==> config.mk <==
export PLATFORM = sky130hd
export DESIGN_NAME = conv_mac_engine
export DESIGN_NICKNAME = d
export VERILOG_FILES = /design/src/rtl/conv_pkg.sv /design/src/rtl/conv_requant.sv /design/src/rtl/conv_mac_engine.sv
export SDC_FILE = /design/constraint.sdc
export NUM_CORES = 1
export LEC_CHECK = 0
export ABC_AREA = 1
export CELL_PAD_IN_SITES_DETAIL_PLACEMENT = 0
export CELL_PAD_IN_SITES_GLOBAL_PLACEMENT = 1
export CORE_ASPECT_RATIO = 0.5
export CORE_UTILIZATION = 41
export CTS_CLUSTER_DIAMETER = 30
export CTS_CLUSTER_SIZE = 24
export DETAILED_ROUTE_END_ITERATION = 12
export GPL_ROUTABILITY_DRIVEN = 0
export GPL_TIMING_DRIVEN = 1
export PLACE_DENSITY_LB_ADDON = 0.25
export REMOVE_ABC_BUFFERS = 1
export SETUP_SLACK_MARGIN = 0.05
export SLEW_MARGIN = 0
export SYNTH_ARGS = -nofsm -noshare
export SYNTH_HDL_FRONTEND = slang
export SYNTH_SLANG_ARGS = --single-unit
==> constraint.sdc <==
create_clock -name clk_i -period 6.1 [get_ports clk_i]
set_input_delay 1.22 -clock clk_i [delete_from_list [all_inputs] [get_ports clk_i]]
set_output_delay 1.22 -clock clk_i [all_outputs]
set_load 0.005 [all_outputs]
==> src/rtl/conv_pkg.sv <==
// conv_pkg: shared FSM states, width helpers and saturation for the convolution MAC engine.
package conv_pkg;

   typedef enum logic [1:0] {IDLE, MAC, QUANT, OUT} state_e;

   function automatic int tap_w(input int n);
      return n > 1 ? $clog2(n) : 1;
   endfunction

   function automatic int acc_w(input int dw, input int n);
      return 2 * dw + $clog2(n);
   endfunction

   // Clamp a wide signed value to the range of an ow-bit signed result.
   function automatic logic signed [63:0] sat(input logic signed [63:0] v, input int ow);
      logic signed [63:0] hi, lo;
      hi = (64'sd1 <<< (ow - 1)) - 64'sd1;
      lo = -(64'sd1 <<< (ow - 1));
      return v > hi ? hi : v < lo ? lo : v;
   endfunction

endpackage

==> src/rtl/conv_requant.sv <==
// conv_requant: arithmetic shift, optional ReLU (CONV_RELU_EN) and saturation of the accumulator.
module conv_requant
   import conv_pkg::*;
#(
   parameter int ACC_WIDTH = 19,
   parameter int OUT_WIDTH = 8,
   parameter int SHIFT     = 0
) (
   input  logic signed [ACC_WIDTH-1:0] acc_i,
   output logic signed [OUT_WIDTH-1:0] q_o
);

   logic signed [63:0] ext, sh, rl, st;

   always_comb begin
      ext = 64'(acc_i);
      sh  = ext >>> SHIFT;
`ifdef CONV_RELU_EN
      rl  = sh < 0 ? 64'sd0 : sh;
`else
      rl  = sh;
`endif
      st  = sat(rl, OUT_WIDTH);
      q_o = OUT_WIDTH'(st);
   end

endmodule

==> src/rtl/conv_mac_engine.sv <==
// conv_mac_engine: KSIZE x KSIZE window convolution, one tap per cycle through a single MAC.
// Requantisation honours CONV_RELU_EN (see conv_requant).
module conv_mac_engine
   import conv_pkg::*;
#(
   parameter int KSIZE      = 3,
   parameter int DATA_WIDTH = 8,
   parameter int OUT_WIDTH  = 8,
   parameter int SHIFT      = 0
) (
   input  logic                                     clk_i,
   input  logic                                     rst_i,
   input  logic                                     ena_i,
   input  logic                                     k_we_i,
   input  logic [tap_w(KSIZE*KSIZE)-1:0]            k_addr_i,
   input  logic [DATA_WIDTH-1:0]                    k_wdata_i,
   input  logic                                     in_valid_i,
   output logic                                     in_ready_o,
   input  logic [KSIZE*KSIZE*DATA_WIDTH-1:0]        in_window_i,
   output logic                                     out_valid_o,
   input  logic                                     out_ready_i,
   output logic [OUT_WIDTH-1:0]                     out_data_o
);

   localparam int N         = KSIZE * KSIZE;
   localparam int AW        = tap_w(N);
   localparam int ACC_WIDTH = acc_w(DATA_WIDTH, N);

   state_e                              state_q, state_d;
   logic [AW-1:0]                       tap_q, tap_d;
   logic signed [ACC_WIDTH-1:0]         acc_q, acc_d;
   logic [N-1:0][DATA_WIDTH-1:0]        win_q, win_d, kern_q, kern_d;
   logic                                ov_q, ov_d;
   logic [OUT_WIDTH-1:0]                od_q, od_d;
   logic signed [2*DATA_WIDTH-1:0]      prod;
   logic signed [OUT_WIDTH-1:0]         q;

   assign prod        = $signed(win_q[tap_q]) * $signed(kern_q[tap_q]);
   assign in_ready_o  = state_q == IDLE && ena_i;
   assign out_valid_o = ov_q;
   assign out_data_o  = od_q;

   conv_requant #(.ACC_WIDTH(ACC_WIDTH), .OUT_WIDTH(OUT_WIDTH), .SHIFT(SHIFT)) u_requant (
      .acc_i (acc_q),
      .q_o   (q)
   );

   always_comb begin
      state_d = state_q;
      tap_d   = tap_q;
      acc_d   = acc_q;
      win_d   = win_q;
      kern_d  = kern_q;
      ov_d    = ov_q;
      od_d    = od_q;
      if (ena_i) begin
         // A same-cycle weight write lands before the MAC phase reads it.
         if (state_q == IDLE && k_we_i && 32'(k_addr_i) < N)
            kern_d[k_addr_i] = k_wdata_i;
         case (state_q)
            IDLE: if (in_valid_i) begin
               win_d   = in_window_i;
               acc_d   = '0;
               tap_d   = '0;
               state_d = MAC;
            end
            MAC: begin
               acc_d   = acc_q + ACC_WIDTH'(prod);
               tap_d   = tap_q + AW'(1);
               state_d = tap_q == AW'(N - 1) ? QUANT : MAC;
            end
            QUANT: begin
               od_d    = q;
               ov_d    = 1'b1;
               state_d = OUT;
            end
            default: if (out_ready_i) begin
               ov_d    = 1'b0;
               state_d = IDLE;
            end
         endcase
      end
   end

   always_ff @(posedge clk_i or posedge rst_i) begin
      if (rst_i) begin
         state_q <= IDLE;
         tap_q   <= '0;
         acc_q   <= '0;
         win_q   <= '0;
         kern_q  <= '0;
         ov_q    <= 1'b0;
         od_q    <= '0;
      end else begin
         state_q <= state_d;
         tap_q   <= tap_d;
         acc_q   <= acc_d;
         win_q   <= win_d;
         kern_q  <= kern_d;
         ov_q    <= ov_d;
         od_q    <= od_d;
      end
   end

endmodule

Yosys cells after proc, flatten, opt, wreduce, memory -nomap -nowiden
Cells that the tools add are included.
{"block": "word_totals", "register_bits": 179, "word_cells": 71}
{"block": "op_classes", "n_addsub": 2, "multipliers": 1, "order_cmp": 6, "n_eq_ne": 4, "mux": 19, "bitwise_logic": 1, "n_reduce_logical": 15}
{"operator": "72-bit bitwise mux", "n": 1}
{"operator": "8-bit binary-select mux with 4-bit select", "n": 2}
{"operator": "8-bit 2-to-1 mux", "n": 5}
{"operator": "20-bit case mux with 2 select lines", "n": 1}
{"operator": "8-bit demux with 4-bit select", "n": 1}
{"operator": "20-bit by 16-bit adder with 20-bit output", "n": 1}
{"operator": "20-bit by 8-bit greater-than comparator with 1-bit output, second input constant", "n": 1}
{"operator": "20-bit by 8-bit less-than comparator with 1-bit output, second input constant", "n": 1}
{"operator": "20-bit 2-to-1 mux", "n": 1}
{"operator": "8-bit by 8-bit multiplier with 16-bit output", "n": 1}
{"operator": "3-bit AND reduction", "n": 4}
{"operator": "4-bit by 5-bit less-than comparator with 1-bit output, second input constant", "n": 2}
{"operator": "4-bit case mux with 2 select lines", "n": 1}
{"operator": "2-bit 2-to-1 mux", "n": 3}
{"operator": "2-bit case mux with 3 select lines", "n": 1}
{"operator": "4-bit by 1-bit adder with 4-bit output, second input constant", "n": 1}
{"operator": "4-bit equality test, second input constant", "n": 1}
{"operator": "4-bit by 1-bit >= comparator with 1-bit output, second input constant", "n": 1}
{"operator": "1-bit logical AND", "n": 4}
{"operator": "4-bit less-than comparator, second input constant", "n": 1}
{"operator": "4-bit 2-to-1 mux", "n": 1}
{"operator": "2-bit AND reduction", "n": 2}
{"operator": "2-bit nonzero test", "n": 2}
{"operator": "4-bit nonzero test", "n": 1}
{"operator": "8 further kinds", "n": 8}

Longest topological paths before layout
Gate-level depths: netlist (run 1).
{"block": "logic_depth", "depth_word": 5, "ltp_mapped": 30, "ltp_nobuf": 28}

By module
From an unflattened synthesis (run 1), not the netlist that was laid out.
{"block": "hier_totals", "cells_unflattened": 1377, "area_unflattened_um2": 12399.4}
{"mod": "conv_mac_engine", "instances": 1, "cells_each": 1338, "area_per_inst_um2": 12244.2}
{"mod": "conv_requant", "instances": 1, "cells_each": 39, "area_per_inst_um2": 155.1}

Least setup slack after synthesis (run 1)
Ideal clock, no wire load.
{"block": "synth_timing", "path_kind": "register to register", "from": "register tap_q[0]", "to": "register acc_q[19]", "arrival_ps": 5168, "slack_ps": 815, "stages_incl_launch_ff": 29, "path_cell_list": "dfrtp_1 > buf_4 > buf_4 > nor2_1 > nor2_1 > o21ai_0 > o21ai_0 > o211ai_1 > nand2_1 > nand2_1 > inv_1 > fa_1 > inv_1 > fa_1 > inv_1 > fa_1 > inv_1 > fa_1 > inv_1 > ha_1 > ha_1 > nand2_1 > inv_1 > a21oi_1 > nand2_1 > a21oi_1 > nand3_1 > nand3_1 > nand2_1"}
{"block": "synth_via", "elab_chain_cells": 5, "elab_cells_between_ends": 7, "classes_between": "add/sub: 1; mul: 1; mux: 5"}
{"item": "start: declaration", "line_no": "conv_mac_engine.sv:30", "text": "logic [AW-1:0] tap_q, tap_d;"}
{"item": "start signal: assignment", "line_no": "conv_mac_engine.sv:96", "text": "tap_q <= tap_d;"}
{"item": "8-bit binary-select mux with 4-bit select", "line_no": "conv_mac_engine.sv:38", "text": "assign prod = $signed(win_q[tap_q]) * $signed(kern_q[tap_q]);"}
{"item": "8-bit 2-to-1 mux (not written as such)", "line_no": "conv_mac_engine.sv:38"}
{"item": "8-bit by 8-bit multiplier with 16-bit output (*)", "line_no": "conv_mac_engine.sv:38"}
{"item": "20-bit by 16-bit adder with 20-bit output (*)", "line_no": "conv_mac_engine.sv:68", "text": "acc_d = acc_q + ACC_WIDTH'(prod);"}
{"item": "20-bit case mux with 2 select lines (*)", "line_no": "conv_mac_engine.sv:60", "text": "case (state_q)"}
{"item": "end signal: assignment", "line_no": "conv_mac_engine.sv:89", "text": "acc_q <= '0;"}
{"item": "end signal: assignment", "line_no": "conv_mac_engine.sv:97", "text": "acc_q <= acc_d;"}
{"item": "end: declaration", "line_no": "conv_mac_engine.sv:31", "text": "logic signed [ACC_WIDTH-1:0] acc_q, acc_d;"}
Every way passes the cells marked *; elsewhere a longest branch is shown, timed or not. The select of a mux whose other input is x is not followed.
A chain may end at the register's enable or synchronous reset.

Final worst setup path (run 1)
{"block": "layout_timing", "from": "register tap_q[0]", "to": "register acc_q[16]"}
The elaborated chain is that of the path after synthesis.

==> results of run 1 <==
==> registers in the layout (all words and copies together), names as in the netlist <==
signal	flops
acc_q	20
kern_q	72
out_data_o	8
out_valid_o	1
state_q	2
tap_q	4
win_q	72
==> layer usage <==
metal | vias to the layer above | routed length (um)
met5 | - | 0
met2 | 204 | 14100
met1 | 4613 | 15000
met3 | 20 | 1300
met4 | 0 | 223
li1 | 4544 | -
==> worst min-delay path by stage <==
stage / startpoint / endpoint / slack [ns] / depth (start not counted)
after floorplan: kern_q[7] / kern_q[7] / 0.45 / 2
after global placement: out_data_o[0] / out_data_o[0] / 0.46 / 2
after detailed placement: out_data_o[2] / out_data_o[2] / 0.47 / 2
after CTS: out_data_o[2] / out_data_o[2] / 0.49 / 2
after global routing: out_data_o[7] / out_data_o[7] / 0.50 / 2
final: out_data_o[7] / out_data_o[7] / 0.49 / 2
==> Yosys cell counts (all sizes together) <==
cell | n | area [um2]
xnor2 | 1 | 8.76
clkbuf | 11 | 42.5
o211ai | 33 | 248
inv | 194 | 728
a32o | 1 | 10.0
mux2 | 64 | 721
nor4 | 4 | 25.0
a21oi | 38 | 190
o21ai | 166 | 835
a31oi | 1 | 6.26
nor2 | 131 | 508
nand3b | 4 | 30.0
or3 | 1 | 6.26
o22ai | 4 | 25.0
xor2 | 1 | 8.76
o221ai | 1 | 8.76
and2 | 2 | 12.5
nor3 | 3 | 26.3
o21a | 2 | 15.0
buf | 35 | 206
clkinv | 1 | 3.75
fa | 88 | 1760
nand3 | 36 | 255
dfrtp | 179 | 4480
nand2 | 297 | 1120
ha | 52 | 651
nand4 | 6 | 52.6
==> cell type report <==
class	instances	area, um2	area share
clock buffers	18	429	0.0305
clock inverters	14	169	0.0120
inverters	195	737	0.0524
multi-input cells	936	6540	0.465
flip-flops and latches	179	4480	0.319
well taps	382	478	0.0340
repair buffers	126	1230	0.0875
==> cells by family after synthesis <==
family | count (synthesis) | share of synthesized area
simple gates | 484 | 0.170
compound gates | 246 | 0.112
buf+inv | 241 | 0.0818
flops | 179 | 0.374
fa+ha+maj | 140 | 0.201
mux | 64 | 0.0601
xor+xnor | 2 | 0.00146
==> metrics by stage <==
step           setup TNS (ns)  std cells
2_1_floorplan           -2.93       1310
3_3_place_gp                0       1817
3_5_place_dp                0       1817
4_1_cts                     0       1849
5_1_grt                     0       1850
6_report                    0       1850
==> worst max-delay path: cells and delay by family (launching register included) <==
family / cells / cell delay [ns]
adder cells (fa/ha/maj): 6 / 2.71
buffers and inverters: 6 / 0.82
flip-flops: 1 / 0.38
AO/OA/AOI/OAI: 6 / 1.07
AND/OR/NAND/NOR: 6 / 0.65
==> what timing repair did <==
action                     4_1_cts  5_1_grt
setup endpoints to repair        0        7
setup buffers                    0        1
gates resized for setup          0        6
hold buffers                     0        0
==> results.toml, run 1 <==
[critical_path]
setup.worst_path.class = "reg2reg"
worst_r2r_endpoint = "acc_q[16]"
timing.critical_path.cells = "buf_4 -> buf_4 -> o21ai_0 -> o211ai_1 -> o211ai_1 -> nand2_1 -> buf_4 -> nand2_1 -> fa_1 -> inv_1 -> fa_1 -> inv_1 -> fa_1 -> inv_1 -> fa_1 -> fa_1 -> ha_1 -> a21oi_1 -> o21ai_1 -> nand3_1 -> nand3_1 -> nand2_1 -> nand2_1 -> o21ai_0"
worst_ep_arrival_time_ns = 6.10
crit_path_start_kind = "register"
timing.critical_path.required_ns = 6.48
critPathMaxStageDelay_ns = 0.49
setup.worst_path.end_class = "register"
path_max_fanout = 18
r2r_start = "tap_q[0]"
crit_path_start = "tap_q[0]"
r2r_setup_slack_ns = 0.38
cpMaxStageDelayCell = "sky130_fd_sc_hd__fa_1"
setup.worst_path.end = "acc_q[16]"
most_common_cell_on_crit_path = "sky130_fd_sc_hd__fa_1"
worst-r2r-cell-count = 24

[clock_tree]
clock-root-buffer = "sky130_fd_sc_hd__clkbuf_16"
clk_transition_reported_paths_ns = 0.08
clock_latency_ns = 0.45
cts-htree-levels = 4
cts_inserted_buffers = 17
clock_path_buffers = 2
clock_sinks = 179
cts_tree = "yes"

[global_route]
grt_util_met1 = 0.308
antenna_found_initial = 0
met3_usage = 0.0334
global_route.overflow_total = 0
met2_usage = 0.358
layer_with_the_highest_usage = "met2"
grt_pass1_vias = 9378
wire_length_of_the_first_global_routing_pass_mm = 50.6
globalRouteTotalUtil = 0.218
maximum_number_of_pins_on_one_net_before_global_route_repair = 104

[status]
outcome = "completed"

[cells_and_area]
layout-drive-gt1-share = 0.100
mostFrequentLayoutCells = "sky130_fd_sc_hd__nand2_1 (293), sky130_fd_sc_hd__inv_1 (187), sky130_fd_sc_hd__dfrtp_1 (177)"
layout.core_utilization = 0.499
finalInstanceArea_um2 = 14100
leading_cell_type_in_the_layout_fill_and_taps_excluded = "sky130_fd_sc_hd__nand2_1"
layout.filler_cells = 2699
syn_to_final_growth_pct = 17.4
nNetsFinal = 1685
insertedDiodeCount = 0

[run]
drv_cap = 0

[timing]
clock-skew-final_ns = 0.0180
timing.final.ws_setup_ns = 0.378
min_period_ns = 5.72
finalHoldWorstSlack_ns = 0.485
transition_at_the_pin_with_the_smallest_max_transition_slack_ns = 1.06
fmax_ghz = 0.175
finalMaxSlewViolations = 0
finalCritPeriodShare = 0.938
rsz_0062_raised_after_global_routing = "yes"
timing.final.setup_violations = 0
finalHoldViolations = 0
timing.slew.headroom = 0.294

[yosys]
synth.yosys.seq_area_share = 0.374
synth_cell_type_count = 40
ys.warnings.count = 0
post_synth_instance_area_um2 = 12000
netlist_instances = 1356
synth.ff_latch_count = 179
syn_avg_cell_area_um2 = 8.84

[die]
coreArea_um2 = 28200
io_pins = 100
row_count = 43
dieArea_um2 = 30000
die-height_um = 123
effective_utilization_at_floorplan = 0.425
die_w_um = 244

[place]
place_hpwl_mm = 22.6
preCtsSetupSlack_ns = 0.260
standard_cell_area_after_detailed_placement_um2 = 13500
io_buffer_count = 99

[routing]
route.vias.total = 9381
detail_route.drc_violations = 0
drt_first_iter_violations = 675
routed_via_density = 5.07
detail_route.wl_per_cell_um = 16.5
first_pass_iters = 5
detail_route.wirelength_mm = 30.6
postRouteAntennaNets = 0

[min_path]
hold_wc_path_type = "reg2reg"
Power of run 1 is left out: the tool's default activity adds up to more than one toggle a clock period on the data nets, which glitch-free logic cannot reach.
==> run 2, diff against run 1 <==
--- a/config.mk
+++ b/config.mk
@@ -15,7 +15,7 @@
 export DETAILED_ROUTE_END_ITERATION = 12
 export GPL_ROUTABILITY_DRIVEN = 0
 export GPL_TIMING_DRIVEN = 1
-export PLACE_DENSITY_LB_ADDON = 0.25
+export PLACE_DENSITY_LB_ADDON = 0.1
 export REMOVE_ABC_BUFFERS = 1
 export SETUP_SLACK_MARGIN = 0.05
 export SLEW_MARGIN = 0
==> run 2 against run 1 <==
Net effect:
- cell area grew 0.75%
- die area is the same
- via count shrank 0.19%
- non-clock buffer count is the same
- clock-buffer cell count shrank 1
- first-iteration DRC count shrank 10%
- maximum frequency shrank 0.93%
- sequential share of layout area shrank 0.24 points
- critical path depth shrank 1
- flip-flop and latch count is the same
- routed wire length grew 2.1%
- global-route usage grew 0.23 points
- critical path type unchanged
- critical endpoint is now acc_q[14]
- largest cell class unchanged
==> results.toml, run 2 (synthesized netlist as in run 1, its figures left out) <==
[routing]
detail_route.wl_per_cell_um = 16.9
detail_route.wirelength_mm = 31.2
routed_via_density = 5.06
drt_first_iter_violations = 605
route.vias.total = 9363
postRouteAntennaNets = 0
first_pass_iters = 5
detail_route.drc_violations = 0

[critical_path]
worst_r2r_endpoint = "acc_q[14]"
crit_path_start_kind = "register"
timing.critical_path.required_ns = 6.43
most_common_cell_on_crit_path = "sky130_fd_sc_hd__nand2_1"
cpMaxStageDelayCell = "sky130_fd_sc_hd__fa_2"
path_max_fanout = 47
critPathMaxStageDelay_ns = 0.60
setup.worst_path.class = "reg2reg"
timing.critical_path.cells = "buf_12 -> nor2_1 -> nor2_1 -> o21ai_1 -> o21ai_0 -> o211ai_1 -> nand2_2 -> nand2_1 -> inv_1 -> fa_2 -> clkinvlp_4 -> fa_1 -> inv_1 -> fa_1 -> fa_1 -> ha_1 -> ha_1 -> nand2_1 -> o21ai_0 -> nand3b_1 -> nand2_1 -> nand2_1 -> o21ai_0"
r2r_start = "tap_q[0]"
worst_ep_arrival_time_ns = 6.11
crit_path_start = "tap_q[0]"
setup.worst_path.end_class = "register"
worst-r2r-cell-count = 23
r2r_setup_slack_ns = 0.32

[timing]
finalMaxSlewViolations = 0
clock-skew-final_ns = 0.0116
finalHoldViolations = 0
timing.slew.headroom = 0.269
finalCritPeriodShare = 0.947
fmax_ghz = 0.173
min_period_ns = 5.78
transition_at_the_pin_with_the_smallest_max_transition_slack_ns = 1.09
rsz_0062_raised_after_global_routing = "no"
timing.final.setup_violations = 0

[cells_and_area]
leading_cell_type_in_the_layout_fill_and_taps_excluded = "sky130_fd_sc_hd__nand2_1"
mostFrequentLayoutCells = "sky130_fd_sc_hd__nand2_1 (291), sky130_fd_sc_hd__inv_1 (186), sky130_fd_sc_hd__dfrtp_1 (177)"
largest_registers = "kern_q x72, win_q x72, acc_q x20"
finalNonFillerCells = 1851
layout-drive-gt1-share = 0.108
nNetsFinal = 1686
layout.core_utilization = 0.503
insertedDiodeCount = 0
syn_to_final_growth_pct = 18.2

[global_route]
globalRouteTotalUtil = 0.220
grt_pass1_vias = 9286
layer_with_the_highest_usage = "met2"
wire_length_of_the_first_global_routing_pass_mm = 50.6
antenna_found_initial = 0
maximum_number_of_pins_on_one_net_before_global_route_repair = 82
global_route.overflow_total = 0
grt_util_met1 = 0.318
met3_usage = 0.0412
met2_usage = 0.347

[die]
dieArea_um2 = 30000
coreArea_um2 = 28200
row_count = 43
die_w_um = 244
die-height_um = 123
io_pins = 100
effective_utilization_at_floorplan = 0.425

[clock_tree]
clock_sinks = 179
post_cts_hold_buffer_count = 0
clk_transition_reported_paths_ns = 0.08
clock_path_buffers = 2
clock_latency_ns = 0.45
cts_tree = "yes"
cts-htree-levels = 4
clock-root-buffer = "sky130_fd_sc_hd__clkbuf_16"
cts_inserted_buffers = 17

[min_path]
hold_wc_path_type = "reg2reg"
worst_hold_path_endpoint = "out_data_o[1]"
hp-start = "out_data_o[1]"
hold_depth = 2

[place]
io_buffer_count = 99
place_hpwl_mm = 22.9
placed_cell_count = 1813

[run]
drv_cap = 0

[status]
outcome = "completed"
==> run 2: timing repair <==
action                     CTS  global route
resized for setup            0            18
setup endpoints to repair    0            10
setup buffers                0             5
==> run 2: metrics by stage <==
step / area, um2 / hold WS (ns) / setup WS (ns) / setup TNS (ns)
finish: 14200 / 0.481 / 0.324 / 0
global route: 14200 / 0.497 / 0.0267 / 0
CTS: 14100 / 0.484 / 0.238 / 0
detailed placement: 13400 / 0.464 / 0.244 / 0
global placement: 13400 / 0.460 / 0.226 / 0
floorplan: 11700 / 0.448 / -0.463 / -2.93
==> run 2: how the worst max path moves through the flow <==
stage,cells past startpoint,end,slack [ns]
after floorplan,25,acc_q[19],-0.46
after global placement,27,acc_q[19],0.23
after detailed placement,27,acc_q[19],0.24
after CTS,27,acc_q[19],0.24
after global routing,26,acc_q[19],0.03
final,23,acc_q[14],0.32
==> run 2: metal layers <==
layer / wire [um] / part of all wire / vias to the layer above
met2: 14100 / 0.45 / 177
met3: 1240 / 0.040 / 22
met5: 0 / 0 / -
met4: 246 / 0.0079 / 0
li1: - / - / 4545
met1: 15600 / 0.50 / 4619
==> run 2: critical path, delay by kind of cell, from the launching register on <==
family,cells,cell delay (ns)
adder cells (fa/ha/maj),6,2.87
AND/OR/NAND/NOR,8,0.88
AO/OA/AOI/OAI,5,0.91
buffers and inverters,4,0.55
flip-flops,1,0.44
==> run 2: final cells by class <==
cell class | count | area [um2]
fillers | 2691 | 14000
inverters | 195 | 747
repair inverters | 1 | 7.51
multi-input cells | 936 | 6590
repair buffers | 126 | 1230
flip-flops and latches | 179 | 4480
clock inverters | 15 | 214
clock buffers | 17 | 425
well taps | 382 | 478
Power of run 2 is left out for the same reason.
